[src/rtl/ula_multicycle_ctrl.sv]
// Moore FSM control unit for the multicycle MIPS datapath (feeds the ULA).
// It steps each instruction through FETCH, DECODE, execute and writeback.
// It drives the mux selects, the write enables, ULAcontrol and PCEn.
// Optional feature: define BNE_EN to add bne (opcode 000101) through BRANCH.
module ula_multicycle_ctrl (
    input  logic       clk,
    input  logic       reset_n,
    input  logic [5:0] opcode,
    input  logic [5:0] funct,
    input  logic       Z,
    output logic [2:0] ULAcontrol,
    output logic       ALUSrcA,
    output logic [1:0] ALUSrcB,
    output logic       IorD,
    output logic       MemWrite,
    output logic       IRWrite,
    output logic       RegDst,
    output logic       MemtoReg,
    output logic       RegWrite,
    output logic [1:0] PCSrc,
    output logic       PCEn,
    output logic [3:0] state_o
);

    typedef enum logic [3:0] {
        S_FETCH  = 4'd0,
        S_DECODE = 4'd1,
        S_MEMADR = 4'd2,
        S_MEMRD  = 4'd3,
        S_MEMWB  = 4'd4,
        S_MEMWR  = 4'd5,
        S_EXEC   = 4'd6,
        S_ALUWB  = 4'd7,
        S_BRANCH = 4'd8,
        S_ADDIEX = 4'd9,
        S_ADDIWB = 4'd10,
        S_JUMP   = 4'd11
    } state_t;

    localparam logic [5:0] OP_LW   = 6'b100011;
    localparam logic [5:0] OP_SW   = 6'b101011;
    localparam logic [5:0] OP_R    = 6'b000000;
    localparam logic [5:0] OP_BEQ  = 6'b000100;
    localparam logic [5:0] OP_ADDI = 6'b001000;
    localparam logic [5:0] OP_J    = 6'b000010;

    state_t     state_q, state_d;
    logic       funct_legal;
    logic [2:0] funct_ula;
    logic       is_bne;

`ifdef BNE_EN
    localparam logic [5:0] OP_BNE = 6'b000101;
    assign is_bne = (opcode == OP_BNE);
`else
    assign is_bne = 1'b0;
`endif

    assign state_o = state_q;

    // Map the R-type funct field to a ULA opcode and flag unsupported ones.
    always_comb begin
        funct_legal = 1'b1;
        funct_ula   = 3'b000;
        case (funct)
            6'b100000: funct_ula = 3'b000;
            6'b100010: funct_ula = 3'b001;
            6'b100100: funct_ula = 3'b010;
            6'b100101: funct_ula = 3'b011;
            6'b101010: funct_ula = 3'b101;
            default:   funct_legal = 1'b0;
        endcase
    end

    // State register; the asynchronous reset forces FETCH at once.
    always_ff @(posedge clk or negedge reset_n) begin
        if (!reset_n) state_q <= S_FETCH;
        else          state_q <= state_d;
    end

    // Next-state logic; unknown opcodes and illegal functs go back to FETCH.
    always_comb begin
        state_d = S_FETCH;
        case (state_q)
            S_FETCH:  state_d = S_DECODE;
            S_DECODE: begin
                case (opcode)
                    OP_LW, OP_SW: state_d = S_MEMADR;
                    OP_R:         state_d = funct_legal ? S_EXEC : S_FETCH;
                    OP_BEQ:       state_d = S_BRANCH;
                    OP_ADDI:      state_d = S_ADDIEX;
                    OP_J:         state_d = S_JUMP;
                    default:      state_d = is_bne ? S_BRANCH : S_FETCH;
                endcase
            end
            S_MEMADR: state_d = (opcode == OP_SW) ? S_MEMWR : S_MEMRD;
            S_MEMRD:  state_d = S_MEMWB;
            S_EXEC:   state_d = S_ALUWB;
            S_ADDIEX: state_d = S_ADDIWB;
            default:  state_d = S_FETCH;
        endcase
    end

    // Moore outputs per state; the enables are forced low while reset is held.
    always_comb begin
        ULAcontrol = 3'b000;
        ALUSrcA    = 1'b0;
        ALUSrcB    = 2'b00;
        IorD       = 1'b0;
        MemWrite   = 1'b0;
        IRWrite    = 1'b0;
        RegDst     = 1'b0;
        MemtoReg   = 1'b0;
        RegWrite   = 1'b0;
        PCSrc      = 2'b00;
        PCEn       = 1'b0;
        case (state_q)
            S_FETCH: begin
                ALUSrcB = 2'b01;
                IRWrite = 1'b1;
                PCEn    = 1'b1;
            end
            S_DECODE: ALUSrcB = 2'b11;
            S_MEMADR, S_ADDIEX: begin
                ALUSrcA = 1'b1;
                ALUSrcB = 2'b10;
            end
            S_MEMRD: IorD = 1'b1;
            S_MEMWB: begin
                MemtoReg = 1'b1;
                RegWrite = 1'b1;
            end
            S_MEMWR: begin
                IorD     = 1'b1;
                MemWrite = 1'b1;
            end
            S_EXEC: begin
                ALUSrcA    = 1'b1;
                ULAcontrol = funct_ula;
            end
            S_ALUWB: begin
                RegDst   = 1'b1;
                RegWrite = 1'b1;
            end
            S_BRANCH: begin
                ALUSrcA    = 1'b1;
                ULAcontrol = 3'b001;
                PCSrc      = 2'b01;
                PCEn       = is_bne ? ~Z : Z;
            end
            S_ADDIWB: RegWrite = 1'b1;
            S_JUMP: begin
                PCSrc = 2'b10;
                PCEn  = 1'b1;
            end
            default: ;
        endcase
        if (!reset_n) begin
            PCEn     = 1'b0;
            IRWrite  = 1'b0;
            MemWrite = 1'b0;
            RegWrite = 1'b0;
        end
    end

endmodule
[config.mk]
export PLATFORM = sky130hd
export DESIGN_NAME = ula_multicycle_ctrl
export DESIGN_NICKNAME = d
export VERILOG_FILES = /design/src/rtl/ula_multicycle_ctrl.sv
export SDC_FILE = /design/constraint.sdc
export NUM_CORES = 1
export LEC_CHECK = 0
export ABC_AREA = 1
export CORE_MARGIN = 1.5
export CORE_UTILIZATION = 34
export CTS_CLUSTER_SIZE = 24
export DETAILED_ROUTE_END_ITERATION = 8
export PLACE_DENSITY = 0.85
export REMOVE_ABC_BUFFERS = 1
export SYNTH_ARGS = -nofsm -noshare
export SYNTH_HDL_FRONTEND = slang
export SYNTH_SLANG_ARGS = --single-unit
[constraint.sdc]
create_clock -name clk -period 1.4 [get_ports clk]
set_input_delay 0.14 -clock clk [delete_from_list [all_inputs] [get_ports clk]]
set_output_delay 0.14 -clock clk [all_outputs]
set_load 0.01 [all_outputs]
[Word level (Yosys, flattened, before mapping)]
Index checks and enable logic that the tools add are counted.
Storage, ports and cells
  register bits: 4
  memories kept: 0
  input bits: 15
  bits in read-only memories: 0
  bits in latches: 0
  word-level logic and storage cells: 52
  bits in writable memories: 0
Operators by class
  mux-type cells: 21
  equality and inequality tests: 21
  reductions and logical operators: 9
  bitwise logic cells: 0
  magnitude comparators: 0
  multipliers: 0
  $add $sub $neg: 0
  div/mod/pow operators: 0
  shifts and indexed selects: 0
Operators by type and width (count)
  6-bit == test (second input constant): 7
  4-bit case mux with 6 select lines: 1
  4-bit case mux with 5 select lines: 1
  4-bit by 3-bit == test with 1-bit output (second input constant): 4
  4-bit == test (second input constant): 4
  1-bit two-way mux: 12
  3-bit case mux with 4 select lines: 1
  4-bit by 2-bit == test with 1-bit output (second input constant): 2
  2-bit OR reduction: 4
  6-bit by 2-bit == test with 1-bit output (second input constant): 1
  6-bit by 3-bit == test with 1-bit output (second input constant): 1
  6-bit by 4-bit == test with 1-bit output (second input constant): 1
  6-bit zero test: 1
  3-bit two-way mux: 2
  2-bit case mux with 3 select lines: 1
  3-bit case mux with 2 select lines: 1
  5-bit OR reduction: 1
  4-bit by 1-bit == test with 1-bit output (second input constant): 1
  4-bit zero test: 1
  2-bit case mux with 2 select lines: 1
  4-bit OR reduction: 1
  3-bit OR reduction: 1
  1-bit case mux with 2 select lines: 1

[Longest topological paths before layout]
Gate-level depths: netlist (run 1).
  word-level depth: 6
  mapped depth: 8
  gate-level depth less buffers: 8

[Worst setup path before layout (run 1)]
No wires, ideal clock.
  kind: reg2out
  from: reg state_q[0], in the netlist state_o[0]
  to: out PCEn
  required time: 1.260 ns
  arrival time: 1.150 ns
  setup slack: 0.110 ns
  stages on the path, launching flop included: 6
  path through: dfrtp_1 > nor2_1 > inv_2 > nor2_4 > nand2_1 > a21oi_1
On the way
  word-level cells in the longest chain between the ends: 4
  elaborated cells on any way between the ends: 6
  those cells by class: eq/ne (2); mux (2); reduce/logical (2)
RTL lines
  from (decl): line 47  | state_t state_q, state_d;
  from (signal assigned): line 78  | else state_q <= state_d;
  4-bit == test or 4-bit zero test (tied branches): line 117  | case (state_q)
  2-bit OR reduction (no source line)
  1-bit case mux with 2 select lines *: line 117
  1-bit two-way mux *: line 158  | if (!reset_n) begin
  to (decl): line 21  | output logic PCEn,
Every way passes the cells marked *; elsewhere a longest branch is shown, timed or not.

[Final worst setup path (run 1)]
  from: reg state_q[0], in the netlist state_o[0]
  to: out ULAcontrol[2]
On the way
  word-level cells in the longest chain between the ends: 2
  elaborated cells on any way between the ends: 3
  those cells by class: eq/ne (2); mux (1)
RTL lines
  4-bit == test or 4-bit by 3-bit == test with 1-bit output (tied branches): line 117
  3-bit case mux with 2 select lines *: line 117
  to (decl): line 11  | output logic [2:0] ULAcontrol,
Marks and branches as above.

==> summary.md, run 1 <==
| Metric | Value |
|---|---|
| Worst-path clk slew | 0.05 ns |
| Multi-input gate area | 465 um^2 |
| Root Driver | clkbuf_4 |
| Top_reg_cell synth | dfrtp_1 |
| Post-Synth Adder-Cell Area | 0% |
| # hold bufs at CTS | 0 |
| Core Rows | 13 |
| Initial antenna violation count | 0 |
| Vias in the first global route | 814 |
| Number of flops mapped to enable cells by yosys | 0 |
| Yosys top cell by area | dfrtp_1 |
| Final ANT Viol Nets | 0 |
| Antenna cells | 0 |
| Maxcap violations | 0 |
| TritonRoute pass-1 iters | 5 |
| Wire length per cell | 23.3 um |
| Fin. max-slew vios | 0 |
| Sequential area share after synthesis | 20.4% |
| Outcome | finished with violations |
| Top Ports | 34 |
| Placed insts | 158 |
| Gpl congestion | 0.777 |
| Standard cell core area | 0.00132 mm^2 |
| Syn avg cell area | 5.33 um^2 |
| CTS tree | built |
| Synth Area in Simple Gates | 55.6% |
| Fraction of synthesized area in multiplexers | 0% |
| CP required | 1.26 ns |
| Failing checks | negative setup slack |
| DR vias/cell | 6.50 |
| Maximum vdd drop | 1120 uV |
| Storage cell area | 104 um^2 |
| Final #Nets | 182 |
| Worst-path maximum fanout | 4 |
| Slew HR | 79.9% |
| Unique masters post-synth | 15 |
| # clock sinks | 4 |
| Final Skew | 0.00487 ns |
| RSZ-0062 raised after global routing | true |
| Syn Inst Count | 92 |
| Worst min path class | in -> async |
| Post-synthesis xor/xnor area fraction | 0% |
| Global-route wire length before repair | 3490 um |
| IO Port Bufs | 33 |
| Chip Height | 41.0 um |
| Crit start category | flip-flop |
| Synth async-reset ratio | 100% |
| Total track usage | 32.8% |
| Count leader, synth | nand2_1 |
| Worst-Margin Slew | 0.300 ns |
| Post-DP HPWL | 1410 um |
| H-tree levels | 1 |
| CTS Buffer Depth | 2 |
| Synth top area cells | dfrtp_1 20%, nand2_1 15%, nand3_1 14% |
| Final core utilization | 96.8% |
| Ys Warns | 0 |
| GRT Residual Overflow | 0 |
| Initial Utilization | 37.2% |
| Yosys top cell area share | 20.4% |
| Routed wire length | 4190 um |
| Initial DRC count | 97 |
| Area delta synth->final | 160% |
| Most frequent cells after synthesis | 19 x nand2_1, 18 x nor2_1, 17 x inv_1, 14 x nand3_1 |
| Final setup violation count | 19 |
| #FFs+latches synth | 4 |
| Leak pwr | 0.688 nW |
| PwrDens | 1590 mW/mm^2 |
| Final worst-path cycle share | 127% |
| Post-Layout Cell Count | 180 |
| Compound-Gate Fraction of Synth Area | 10.2% |
| Worst setup margin | -0.377 ns |
| Post-Syn Area | 490 um^2 |
| Largest register FFs | 4 |
| Fin. Hold Viols | 0 |
| DRC Markers | 0 |
| CP Capture Type | output port |
| Setup CP Type | reg -> out |
| DIE AREA | 0.00168 mm^2 |
| Arrival time worst endpoint | 1.64 ns |
| Largest net degree at the start of global routing | 6 |
| Max Fclk | 563 MHz |
| Vias | 1,170 |
| Combinational family with the most area after synthesis | simple AND/OR/NAND/NOR gates |
| CTS buffer count | 3 |
| Final min period | 1.78 ns |
| Clk_lat worst skew | 0.25 ns |
| Die W | 41.0 um |
| Layout fillers | 26 |
| Share of layout cells above drive strength 1 | 53.3% |
## logic make-up (layout without fill, tap and decap cells)
| logic type | after synthesis | after routing |
|---|---|---|
| AO/OA/AOI/OAI | 9 | 9 |
| AND/OR/NAND/NOR | 61 | 61 |
| flip-flops | 4 | 4 |
| buffers and inverters | 18 | 91 |
## metal layers
layer | GRT usage [%] | up-vias | part of all wire (%)
met5 | 0 | - | 0
met4 | 20.0 | 0 | 11
met3 | 8.15 | 63 | 14
met2 | 55.9 | 150 | 44
met1 | 36.1 | 515 | 31
li1 | - | 442 | -
## path summary, 6_finish.rpt
path,startpoint,to,slack (ns),cells past startpoint
setup / recovery,state_o[0],ULAcontrol[2],-0.38,6
hold / removal,reset_n,state_o[0],0.24,2
setup reg to reg,state_o[0],state_o[2],-0.14,8
hold reg to reg,state_o[1],state_o[3],0.95,5
max in group asynchronous,reset_n,state_o[3],1.04,2
min in group clk,opcode[2],state_o[3],0.60,3
## critical path, cell delays in order, from the launching register on
cell and delay, ns:
dfrtp_2 0.45, buf_4 0.17, nor2_4 0.16, buf_4 0.16, nand2_4 0.07, nor3_1 0.20, buf_2 0.17
## layout by cell type, fill, tap and decap left out
| master | count |
|---|---|
| nor2_2 | 3 |
| dfrtp_1 | 1 |
| nand2_2 | 2 |
| nand2_1 | 12 |
| o31ai_1 | 1 |
| dlygate4sd2_1 | 4 |
| a21oi_2 | 1 |
| inv_2 | 4 |
| buf_2 | 8 |
| nor2_1 | 11 |
| buf_4 | 31 |
| clkdlybuf4s15_2 | 1 |
| a21oi_1 | 2 |
| nor3_2 | 1 |
| nor2_4 | 8 |
| o21ai_2 | 1 |
| nand2_4 | 5 |
| inv_1 | 13 |
| nand3b_1 | 1 |
| nand4_1 | 1 |
| clkbuf_4 | 3 |
| a31oi_1 | 2 |
| o21ai_0 | 2 |
| nor3_1 | 3 |
| nand3_4 | 2 |
| dfrtp_2 | 3 |
| nand3_1 | 10 |
| nand3_2 | 2 |
| clkdlybuf4s50_1 | 14 |
| buf_6 | 12 |
| inv_4 | 1 |
## where the power goes
part	switching, mW	internal (mW)	leakage [nW]
clock	0.0656	0.0971	0.0138
combinational	0.866	0.772	0.626
sequential	0.0686	0.155	0.0489
total	1.00	1.03	0.688
## metrics by stage
step                setup slack (ns)  area (um^2)  hold WS (ns)  setup TNS (ns)  total power, mW
finish                        -0.377         1270         0.245           -3.50             2.03
global route                  -0.427         1270         0.250           -3.73             2.05
CTS                           -0.141         1100         0.253          -0.877             1.43
detailed placement            -0.451          975         0.502           -3.94             1.11
global placement              -0.397          975         0.505           -3.28             1.09
floorplan                      0.110          490        -0.156               0            0.552
## final cells by class
| cell class | instances | share of cell area [%] |
|---|---|---|
| multi-input combinational | 70 | 36.5 |
| tap | 15 | 1.47 |
| sequential | 4 | 8.15 |
| timing repair buffer | 70 | 46.6 |
| inverter | 18 | 5.50 |
| clock buffer | 3 | 1.77 |
## repair_timing
action | 4_1_cts | 5_1_grt
endpoints found under the setup margin | 18 | 16
buffers inserted | 10 | 10
pin swaps | 10 | 12
resized for setup | 91 | 29
No activity file was read; power rests on OpenSTA's default activity.
==> inputs of run 2 (changes only) <==
--- a/config.mk
+++ b/config.mk
@@ -7,10 +7,11 @@
 export LEC_CHECK = 0
 export ABC_AREA = 1
 export CORE_MARGIN = 1.5
-export CORE_UTILIZATION = 34
+export CORE_UTILIZATION = 30
 export CTS_CLUSTER_SIZE = 24
 export DETAILED_ROUTE_END_ITERATION = 8
-export PLACE_DENSITY = 0.85
+export GPL_ROUTABILITY_DRIVEN = 0
+export PLACE_DENSITY = 0.8
 export REMOVE_ABC_BUFFERS = 1
 export SYNTH_ARGS = -nofsm -noshare
 export SYNTH_HDL_FRONTEND = slang
==> constraint.sdc (replaced) <==
create_clock -name clk -period 1.5 [get_ports clk]
set_input_delay 0.15 -clock clk [delete_from_list [all_inputs] [get_ports clk]]
set_output_delay 0.15 -clock clk [all_outputs]
set_load 0.01 [all_outputs]
==> run 2 against run 1 <==
- the flow still finishes with violations (negative setup slack)
- non-clock buffer count fell by 10
- routed wire length fell by 41%
- combinational power decreased by 31%
- final area decreased by 9.0%
==> summary.md, run 2 (synthesis results as in run 1) <==
| Metric | Value |
|---|---|
| Worst-path maximum fanout | 4 (unchanged) |
| TritonRoute pass-1 iters | 4 (-1) |
| Most used cell, CP | nor2_4 |
| Final TNS setup | -0.475 ns (+3.02 ns) |
| Fin. max-slew vios | 0 (unchanged) |
| Post-route cell area | 0.00116 mm^2 (-9.0%) |
| DRC Markers | 0 (unchanged) |
| # hold bufs at CTS | 0 (unchanged) |
| CTS Buffer Depth | 2 (unchanged) |
| Critical Path Slowest Stage Cell | dfrtp_1 |
| Area delta synth->final | 136% |
| IO Port Bufs | 33 (unchanged) |
| Crit start category | flip-flop |
| Worst-path clk slew | 0.04 ns (about the same) |
| Vias in the first global route | 754 (-7.4%) |
| Top Ports | 34 (unchanged) |
| Final min period | 1.66 ns |
| Wire length per cell | 14.5 um (-38%) |
| Slew HR | 82.7% (+2.8 points) |
| Clk_lat worst skew | 0.24 ns (about the same) |
| PwrDens | 1250 mW/mm^2 (-21%) |
| Chip Height | 43.4 um (+6.0%) |
| # clock sinks | 4 (unchanged) |
| Slowest stage delay, CP | 0.39 ns (-0.06 ns) |
| Commonest non-fill, non-tap cell in the layout | buf_4 |
| Total track usage | 21.2% (-12 points) |
| Largest net degree at the start of global routing | 6 (unchanged) |
| Maxcap violations | 0 (unchanged) |
| Placed cell area | 983 um^2 (+0.90%) |
| Failing checks | negative setup slack |
| Worst min path class | in -> async |
| Fin. Hold Viols | 0 (unchanged) |
| Initial DRC count | 32 (-67%) |
| DR vias/cell | 5.29 (-19%) |
| CP required | 1.35 ns (+0.09 ns) |
| Hold WS | 0.306 ns (+0.0613 ns) |
| CTS buffer count | 3 (unchanged) |
| Core Rows | 14 (+1) |
| Initial antenna violation count | 0 (unchanged) |
| Root Driver | clkbuf_4 |
| Antenna cells | 0 (unchanged) |
| Final ANT Viol Nets | 0 (unchanged) |
| Final #Nets | 172 (-5.5%) |
| Arrival time worst endpoint | 1.51 ns (-0.13 ns) |
| Top delay family on crit path | buffers and inverters |
| Vias | 905 (-23%) |
| CTS tree | built |
| Worst setup margin | -0.160 ns (+0.216 ns) |
| Place WS | -0.363 ns (+0.0882 ns) |
| CP Capture Type | output port |
| H-tree levels | 1 (unchanged) |
| Commonest non-fill, non-tap cells in the layout | 21 x buf_4, 15 x nand2_1, 15 x clkdlybuf4s50_1 |
| Outcome | finished with violations |
| Standard cell core area | 0.00152 mm^2 (+16%) |
| Share of layout cells above drive strength 1 | 45.8% (-7.5 points) |
| Critical path buffers and inverters | 4 (+1) |
| Final Skew | 0.00352 ns (-0.00135 ns) |
| Global-route wire length before repair | 2990 um (-14%) |
| Setup CP Type | reg -> out |
| Routed wire length | 2470 um (-41%) |
| Leak pwr | 0.626 nW (-9.1%) |
| GRT Residual Overflow | 0 (unchanged) |
| Initial Utilization | 32.2% (-5.0 points) |
| Maximum vdd drop | 774 uV (-31%) |
| Final setup violation count | 7 (-12) |
| DIE AREA | 0.00189 mm^2 (+12%) |
| Crit path cell chain | buf_6, nor2_4, inv_2, nor2_4, inv_1, a31oi_1, buf_2 |
| RSZ-0062 raised after global routing | true |
| Die W | 43.4 um (+6.0%) |
| Largest register FFs | 4 (unchanged) |
| Post-DP HPWL | 1410 um (about the same) |
| Worst-Margin Slew | 0.258 ns (-0.0415 ns) |
| Final worst-path cycle share | 111% |
| Max Fclk | 602 MHz |
| Power, Total | 1.45 mW (-28%) |
-- run 2: cell count changes in the layout (fill, tap and decap cells not counted), moves of 2 or more --
| cell | previous run | this run |
|---|---|---|
| nand3_1 | 10 | 13 |
| buf_6 | 12 | 8 |
| nor2_2 | 3 | 1 |
| nor3_2 | 1 | 3 |
| dlymetal6s2s_1 | 0 | 3 |
| clkdlybuf4s15_1 | 0 | 2 |
| buf_2 | 8 | 10 |
| buf_4 | 31 | 21 |
| nand2_1 | 12 | 15 |
| nand3_2 | 2 | 0 |
| nand2_4 | 5 | 1 |
| dlygate4sd2_1 | 4 | 0 |
| nor3_1 | 3 | 1 |
-- run 2: cell type report --
cell class / instances / area (um^2)
fillers: 116 / 364
flip-flops and latches: 4 / 103
clock buffers: 3 / 22.5
multi-input cells: 70 / 437
inverters: 18 / 67.6
repair buffers: 60 / 510
well taps: 16 / 20.0
-- run 2: path summary, 6_finish.rpt --
| kind | cells after the start | to | from | slack [ns] |
|---|---|---|---|---|
| max | 7 | ULAcontrol[0] | state_o[0] | -0.16 |
| min reg2reg | 5 | state_o[0] | state_o[0] | 0.83 |
| max reg2reg | 7 | state_o[3] | state_o[1] | 0.13 |
| min | 2 | state_o[1] | reset_n | 0.31 |
| min in group clk | 3 | state_o[3] | opcode[2] | 0.57 |
| max in group asynchronous | 2 | state_o[3] | reset_n | 1.08 |
-- run 2: through the flow --
step	instances	util [%]
finish	171	76.1
global route	171	76.1
CTS	169	70.0
detailed placement	160	64.5
global placement	160	64.5
floorplan	92	-
-- run 2: layer usage --
metal	track usage [%]	vias to the layer above	wire length [um]
met5	0	-	0
met4	7.88	0	165
met3	4.58	18	177
met2	41.5	66	1290
met1	21.5	396	845
li1	-	425	-
-- run 2: where the power goes --
group	internal [mW]	total, mW	switching (mW)
clock network	0.0894	0.132	0.0429
logic	0.539	1.13	0.595
registers	0.143	0.185	0.0420
-- run 2: repair_timing --
| item | CTS | global route |
|---|---|---|
| setup endpoints to repair | 15 | 16 |
| hold endpoints to repair | 0 | 0 |
| pin swaps | 5 | 8 |
| resized for setup | 69 | 32 |
| setup buffers | 6 | 2 |
==> RTL change, RTL diff (flow settings as in run 2) <==
The option `BNE_EN` is turned on by a define.
--- a/src/rtl/ula_multicycle_ctrl.sv
+++ b/src/rtl/ula_multicycle_ctrl.sv
@@ -2,6 +2,8 @@
 // It steps each instruction through FETCH, DECODE, execute and writeback.
 // It drives the mux selects, the write enables, ULAcontrol and PCEn.
 // Optional feature: define BNE_EN to add bne (opcode 000101) through BRANCH.
+`define BNE_EN
+
 module ula_multicycle_ctrl (
     input  logic       clk,
     input  logic       reset_n,
Formal check against the unedited RTL: not equivalent (a bounded check fails within 4 cycles, from zero or initial values and one cycle with reset_n low).
==> RTL change against run 2 <==
  * Utilization is 2.1 points lower
  * Sequential power decreased by 5%
  * Synthesized area grew 21%
  * Worst setup slack gained 38 ps
  * Sequential share of layout area is 0.97 points lower
  * Final area is 14% higher
  * Register-to-register slack lost 140 ps
  * Highest routed layer unchanged
  * Sequential cell count unchanged
  * Power is 6.5% lower
  * Routed wire length up 7.7%
  * The run still ends with setup timing left
  * Hold slack worse by 57 ps
==> RTL change: results (changes against run 2) <==
Status
• outcome: complete, but fails checks, unchanged
• violated checks: setup timing, unchanged

Routing
• total routed wirelength: 2664 um, was 2474 um
• DR vias/cell: 4.803, was 5.292
• count of TritonRoute iterations in the first routing pass: 4, unchanged
• initial detailed-routing violation count: 25, was 32

Timing
• Hold Slack: 249.2 ps, was 305.9 ps
• smallest setup slack after layout: -122.3 ps, was -160.2 ps
• Final Skew: 6.862 ps, was 3.515 ps
• setup violators final: 8, was 7
• Worst Tran Pin Value: 265.5 ps, was 258.1 ps

Cells and area
• total inserted antenna cells: 0, unchanged
• Final Non-Filler Cells: 208, was 171
• fraction of final layout cells with drive strength greater than 1: 49.73%, was 45.81%
• total number of nets in the final design: 200, was 172

Global routing
• overflow left after global routing: 0, unchanged
• global-route wire length before repair: 3836 um, was 2994 um
• Overall Global Routing Usage: 24.30%, was 21.18%
• Global Route met1 Usage: 24.94%, was 21.48%
• met2 Usage GRT: 45.41%, was 41.49%
• met3 routing resource usage after global routing: 2.642%, was 4.583%
• pin count of the biggest net entering global routing: 7, was 6
• vias in the first global route: 980, was 754

Synthesis
• Yosys warning total: 0, unchanged
• Syn Area/Cell: 5.746 um2, was 5.331 um2
• XOR/XNOR Fraction of Synth Area: 0%, unchanged
• cell types occupying the most area after synthesis: dfrtp_1 17%, nor2_1 13%, nand2_1 13%, was dfrtp_1 20%, nand2_1 15%, nand3_1 14%
• synthesized-area fraction occupied by ao, oa, aoi and oai cells: 4.651%, was 10.20%
• number of distinct library cells after synthesis: 17, was 15
• share of the yosys chip area belonging to registers: 16.91%, was 20.41%
• most numerous cell types in the synthesized netlist: 21 x nor2_1, 20 x nand2_1, 14 x inv_1, was 19 x nand2_1, 18 x nor2_1, 17 x inv_1

Setup path
• delay-heaviest family, CP: buffers and inverters, unchanged
• Max Fanout on Critical Path: 4, unchanged
• Reg2Reg Setup Slack: -10 ps, was 130 ps
• largest stage delay on the critical path: 420 ps, was 390 ps
• crit path max-delay cell type: dfrtp_2, was dfrtp_1
• reg-to-reg endpoint: state_o[2]$_DFF_PN0_, was state_o[3]$_DFF_PN0_
• depth of the worst register-to-register path: 9, was 7
• data arrival at the endpoint of the critical path: 1470 ps, was 1510 ps

CTS
• cell chosen for the clock root: clkbuf_4, unchanged
• largest buffer count on any clock path: 2, unchanged
• register clock-pin slew on the reported worst setup and hold paths: 40 ps, about the same
• clock latency on the worst-skew pair: 250 ps
• Post-CTS Setup Inserts: 9, was 6
• post-CTS sizing: 56, was 69

Power
• Leakage: 0.7167 nW, was 0.6255 nW
• Max VDD drop: 606.6 uV, was 774.3 uV
• total internal power: 0.7462 mW, was 0.7712 mW

Placement
• count of buffers inserted at the top-level ports: 33, unchanged
• placed standard-cell area: 1186 um2, was 983.4 um2
• placed insts: 192, was 160
• total half-perimeter wirelength after legalization and detailed placement: 1769 um, was 1407 um

==> RTL change: area by class of cell <==
class                           count  area (um2)
Timing Repair Buffer               77       628.1
Fill cell                         127       464.2
Inverter                           20       77.57
Multi-Input combinational cell     79       455.4
Tap cell                           25       31.28
Clock buffer                        3       22.52
Sequential cell                     4       103.9
==> RTL change: through the flow <==
stage,setup slack [ps],util (%),TNS (ps)
after CTS,-77.56,71.16,-264.6
after global placement,-439.6,66.53,-2030
after floorplan,185.0,-,0
after global routing,-191.1,73.96,-1036
after detailed placement,-474.6,66.53,-2439
final,-122.3,73.96,-512.3
==> RTL change: worst max path at each step <==
stage | from | cells past startpoint | end | slack, ps
4_1_cts | state_o[3]$_DFF_PN0_ | 6 | IRWrite | -80
3_3_place_gp | opcode[2] | 8 | PCEn | -440
3_5_place_dp | opcode[2] | 8 | PCEn | -470
6_report | state_o[1]$_DFF_PN0_ | 7 | ALUSrcA | -120
5_1_grt | state_o[3]$_DFF_PN0_ | 7 | ULAcontrol[0] | -190
2_1_floorplan | state_o[0]$_DFF_PN0_ | 5 | PCEn | 190
==> RTL change: power by group through the flow <==
stage	sequential (mW)	combinational [mW]	clock [mW]
floorplan	0.203	0.320	0
global placement	0.176	0.854	0
detailed placement	0.177	0.872	0
CTS	0.173	0.916	0.149
global route	0.180	1.09	0.156
finish	0.176	1.03	0.146
==> RTL change: routing by layer <==
metal / wire (um) / share of wire (%)
met4: 87 / 3.3
met1: 1005 / 38
met3: 153 / 5.7
met2: 1418 / 53
met5: 0 / 0
==> RTL change: worst register-to-register path, stage by stage (launching register included) <==
cell,delay [ps]
dfrtp_2,420
buf_6,130
buf_6,110
nand4_4,120
buf_4,130
buf_6,90
buf_4,110
nand2_1,50
a31oi_1,140
nand2_1,90
